--- config.mk ---
export PLATFORM = sky130hd
export DESIGN_NAME = instr_encoder
export DESIGN_NICKNAME = d
export VERILOG_FILES = /design/src/rtl/instr_encoder.sv
export SDC_FILE = /design/constraint.sdc
export NUM_CORES = 1
export LEC_CHECK = 0
export ABC_AREA = 0
export CAP_MARGIN = 10
export CORE_ASPECT_RATIO = 1.2
export CORE_MARGIN = 2
export CORE_UTILIZATION = 42
export DETAILED_ROUTE_END_ITERATION = 10
export MAX_ROUTING_LAYER = met4
export PLACE_DENSITY = 0.78
export SKIP_CTS_REPAIR_TIMING = 1
export SLEW_MARGIN = 40
export SYNTH_ARGS = -nofsm -noshare
export SYNTH_HDL_FRONTEND = slang
export SYNTH_SLANG_ARGS = --single-unit
--- constraint.sdc ---
create_clock -name clock -period 1.9 [get_ports clock]
set_clock_uncertainty 0.05 [all_clocks]
set_input_delay 0.19 -clock clock [delete_from_list [all_inputs] [get_ports clock]]
set_output_delay 0.19 -clock clock [all_outputs]
set_load 0.005 [all_outputs]
--- src/rtl/instr_encoder.sv ---
// Encodes LEGv8-style instruction requests into 32-bit words and writes them
// sequentially into an instruction memory through a ready/valid write port.
module instr_encoder #(
  parameter int DEPTH_LOG2 = 8
) (
  input  logic                  clock,
  input  logic                  reset_n,
  input  logic                  clear,
  input  logic                  in_valid,
  output logic                  in_ready,
  input  logic [3:0]            op,
  input  logic [4:0]            rd,
  input  logic [4:0]            rn,
  input  logic [4:0]            rm,
  input  logic [25:0]           imm,
  output logic                  mem_wr_en,
  input  logic                  mem_wr_ready,
  output logic [DEPTH_LOG2-1:0] mem_addr,
  output logic [31:0]           mem_wr_data,
  output logic                  full,
  output logic                  err,
  output logic [DEPTH_LOG2:0]   words_written
);

  logic                  live_reg;
  logic                  wr_en_reg;
  logic [31:0]           data_reg;
  logic [DEPTH_LOG2-1:0] addr_reg;
  logic [DEPTH_LOG2:0]   count_reg;
  logic                  full_reg;
  logic                  err_reg;

  logic [31:0] word_next;
  logic        reject;
  logic        accept;
  logic        write_done;

  // A signed immediate fits in N bits when every bit from N-1 upward agrees.
  always_comb begin
    word_next = '0;
    reject    = 1'b0;
    case (op)
      4'd0:  word_next = 32'h8B00_0000 | {11'b0, rm, 6'b0, rn, rd};
      4'd1:  word_next = 32'hCB00_0000 | {11'b0, rm, 6'b0, rn, rd};
      4'd2:  word_next = 32'h8A00_0000 | {11'b0, rm, 6'b0, rn, rd};
      4'd3:  word_next = 32'hAA00_0000 | {11'b0, rm, 6'b0, rn, rd};
      4'd4:  word_next = 32'hEA00_0000 | {11'b0, rm, 6'b0, rn, rd};
      4'd5:  word_next = 32'h9100_0000 | {10'b0, imm[11:0], rn, rd};
      4'd6:  word_next = 32'hD100_0000 | {10'b0, imm[11:0], rn, rd};
      4'd7:  word_next = 32'h9200_0000 | {10'b0, imm[11:0], rn, rd};
      4'd8:  word_next = 32'hB200_0000 | {10'b0, imm[11:0], rn, rd};
      4'd9:  word_next = 32'hD200_0000 | {10'b0, imm[11:0], rn, rd};
      4'd10: word_next = 32'hF840_0000 | {11'b0, imm[8:0], 2'b0, rn, rd};
      4'd11: word_next = 32'hF800_0000 | {11'b0, imm[8:0], 2'b0, rn, rd};
      4'd12: word_next = 32'hB400_0000 | {8'b0, imm[18:0], rd};
      4'd13: word_next = 32'hB500_0000 | {8'b0, imm[18:0], rd};
      4'd14: word_next = 32'h1400_0000 | {6'b0, imm};
      default: word_next = 32'hD280_0000 | {11'b0, rm, 11'b0, rd};
    endcase
    if (op >= 4'd5 && op <= 4'd9) begin
      reject = |imm[25:12];
    end else if (op == 4'd10 || op == 4'd11) begin
      reject = !((&imm[25:8]) || !(|imm[25:8]));
    end else if (op == 4'd12 || op == 4'd13) begin
      reject = !((&imm[25:18]) || !(|imm[25:18]));
    end
  end

  assign in_ready   = live_reg && !full_reg && !clear && (!wr_en_reg || mem_wr_ready);
  assign accept     = in_valid && in_ready;
  assign write_done = wr_en_reg && mem_wr_ready;

  always_ff @(posedge clock or negedge reset_n) begin
    if (!reset_n) begin
      live_reg  <= 1'b0;
      wr_en_reg <= 1'b0;
      data_reg  <= '0;
      addr_reg  <= '0;
      count_reg <= '0;
      full_reg  <= 1'b0;
      err_reg   <= 1'b0;
    end else begin
      live_reg <= 1'b1;
      if (clear) begin
        wr_en_reg <= 1'b0;
        data_reg  <= '0;
        addr_reg  <= '0;
        count_reg <= '0;
        full_reg  <= 1'b0;
        err_reg   <= 1'b0;
      end else begin
        // Address advances on completion; a word accepted on the same edge
        // therefore lands at the incremented (possibly wrapped) address.
        if (write_done) begin
          addr_reg  <= addr_reg + 1'b1;
          count_reg <= count_reg + 1'b1;
          if (addr_reg == '1) begin
            full_reg <= 1'b1;
          end
        end
        if (accept && !reject) begin
          wr_en_reg <= 1'b1;
          data_reg  <= word_next;
        end else if (write_done) begin
          wr_en_reg <= 1'b0;
          data_reg  <= '0;
        end
        if (accept && reject) begin
          err_reg <= 1'b1;
        end
      end
    end
  end

  assign mem_wr_en     = wr_en_reg;
  assign mem_wr_data   = data_reg;
  assign mem_addr      = addr_reg;
  assign full          = full_reg;
  assign err           = err_reg;
  assign words_written = count_reg;

endmodule

==> metrics.csv <==
metric;value;unit
outcome;finished, final reports clean;
die_x;81.9;um
synth_area_per_cell;9.04;um^2
rr_startpoint;full;
leakage;2.07;nW
synth_top_area_share;43.4;%
synth_ff_type;dfrtp_1;
setup_viol;0;
grt_pass1_vias;2974;
r2r_slack;0.02;ns
cp_slowest_cell;dfrtp_1;
multi_input_area;1630;um^2
period_share;98.7;%
crit_path_end;mem_wr_data[24];
nFillCells;598;
cts_tree;done;
ys_seq_area_share;43.4;%
htreeDepth;2;
start_util;42.8;%
path_clk_slew;0.10;ns
cpPeakStageDelay;0.39;ns
p_per_area;510;nW/um^2
gp_congestion;0.934;
cp.depth;8;
postRouteWirelength;9.05;mm
firstDrtPassIters;5;
async_flop_share;100;%
die-area;7980;um^2
grt_max_degree;30;
place_hpwl;7.04;mm
clk_latency;0.31;ns
vias_per_cell;5.51;
synth.cell_area;3060;um^2
drv_slew;0;
synth-edff-count;0;
rsz0062_at_grt;yes;
nNetsFinal;527;
rows;34;
synth_nets;390;
ys_warn_count;0;
critical_path_buf_inv_count;3;
port_buffers;102;
p_total;2.39;mW
hold_ws;0.277;ns
hold_path_class;input port to async pin;
path_delay_family;buffers and inverters;
critPathLaunchType;register;
ys_types;52;
dr_total_vias;3118;
largest_reg_flops;32;
ant_nets;0;
critPathKind;register to register;
grt_pass1_wl;14.2;mm
synth_top_cell_by_area;dfrtp_1;
reg2reg_depth;8;
antenna_found_initial;0;
clock_path_buffers;2;
cap_violations;0;
end_kind;register;
wl_per_cell;16.0;um
layout-drive-gt1-share;17.2;%
timing.rr.end;mem_wr_data[24];
clock_sinks;53;
final_hold_viol_count;0;
required;2.09;ns
cts_root_buf;clkbuf_8;
cp_max_fo;12;
synth_seq_cells;53;
vdd_drop_max;0.000310;V
core_area;7150;um^2
synth.area.top_cells;dfrtp_1, nand2_1, o21ai_0;
seqCellArea;1330;um^2
track_usage;23.3;%
worstSetupStartpoint;full;
area_growth;53.2;%
dr.first_iter.drc_count;185;
die_y;97.5;um
numCtsBuffers;5;
drc;0;
crit_arrival;2.07;ns
io_pins;103;
crit_chain;nand2b_4 -> nor4b_4 -> buf_4 -> a21boi_2 -> o21a_4 -> buf_12 -> buf_12 -> mux2i_1;
clock.fmax;0.533;GHz
min_period;1.88;ns
diodes;0;
grt-ovfl-total;0;
path_common_cell;buf_12;
synth_cells;338;
[cells in the final DEF (no fill, tap or decap), types with 2 or more instances in the layout]
cell type / instances
nor4_2: 2
and2_1: 8
buf_12: 6
nand2_1: 67
o21a_4: 2
xor2_1: 9
a21oi_1: 15
nand4_1: 8
clkdlybuf4s50_1: 89
nor2_1: 25
dfrtp_1: 53
a221o_1: 8
a21oi_2: 2
or3_1: 3
a22o_1: 3
o21ai_0: 20
and4_1: 2
a31oi_1: 2
nor2b_1: 10
and3_1: 3
mux2_2: 5
ha_1: 2
nor3_1: 3
buf_4: 44
xnor2_1: 4
o211ai_1: 5
nand3_1: 6
o21ai_1: 4
a32oi_1: 2
clkbuf_8: 5
inv_1: 4
mux2i_1: 9
nor4_1: 2
a222oi_1: 7
dlymetal6s2s_1: 12
[kinds of logic (layout without fill, tap and decap cells)]
| group | Yosys count | in the layout | synth area share, % |
|---|---|---|---|
| AOI/OAI and AO/OA | 79 | 79 | 18.3 |
| xor gates and xnor gates | 13 | 13 | 3.72 |
| adders and majority gates | 2 | 2 | 0.819 |
| buffers and inverters | 27 | 165 | 5.40 |
| DFF | 53 | 53 | 43.4 |
| muxes | 14 | 14 | 4.79 |
| other | 1 | 1 | 0.123 |
| and+or+nand+nor | 149 | 149 | 23.4 |
[cell usage after synthesis (all sizes together), types with 5 or more instances]
cell type and instances:
nand2 68, dfrtp 53, nor2 26, o21ai 25
a21oi 17, buf 13, clkbuf 10, nor2b 10
and2 9, mux2i 9, xor2 9, a221o 8
nand4 8, a222oi 7, nand3 6, mux2 5
nor4 5, o211ai 5
[metrics by stage]
step | instance area [um^2] | worst slack, ns | std cells | setup TNS (ns) | utilization (%)
finish | 4680 | 0.0238 | 566 | 0 | 65.5
global route | 4680 | -0.0796 | 566 | -0.576 | 65.5
CTS | 4560 | -0.147 | 564 | -1.63 | 63.9
detailed placement | 4470 | -0.412 | 556 | -10.27 | 62.6
global placement | 4470 | -0.367 | 556 | -8.79 | 62.6
floorplan | 3060 | 0.0591 | 338 | 0 | -
[where the power goes]
group          switching, mW  internal (mW)  total, mW
registers             0.0228           1.16       1.18
clock network          0.392          0.262      0.655
logic                  0.250          0.301      0.550
[worst min-delay path by stage]
| stage | startpoint | endpoint | slack, ns | cells past startpoint |
|---|---|---|---|---|
| 3_5_place_dp | reset_n | mem_addr[7] | 0.09 | 1 |
| 6_report | reset_n | mem_addr[2] | 0.28 | 2 |
| 4_1_cts | reset_n | mem_addr[2] | -0.25 | 1 |
| 3_3_place_gp | reset_n | mem_addr[7] | 0.09 | 1 |
| 5_1_grt | reset_n | mem_addr[2] | 0.32 | 2 |
| 2_1_floorplan | reset_n | err | -0.16 | 0 |
[cell type report]
| type | count | share of cell area [%] |
|---|---|---|
| flip-flops and latches | 53 | 28.3 |
| clock buffers | 5 | 1.47 |
| inverters | 4 | 0.321 |
| well taps | 90 | 2.40 |
| clock inverters | 3 | 0.454 |
| multi-input cells | 258 | 34.9 |
| repair buffers | 153 | 32.2 |
[routing by layer]
layer  GRT usage (%)  up-vias  wire [um]
met5               -        -          0
met4            8.97        0        293
met3            3.07       26        456
met2            37.8      121       4600
met1            29.1     1503       3700
li1                -     1468          -
Power figures use the tool's default switching activity.
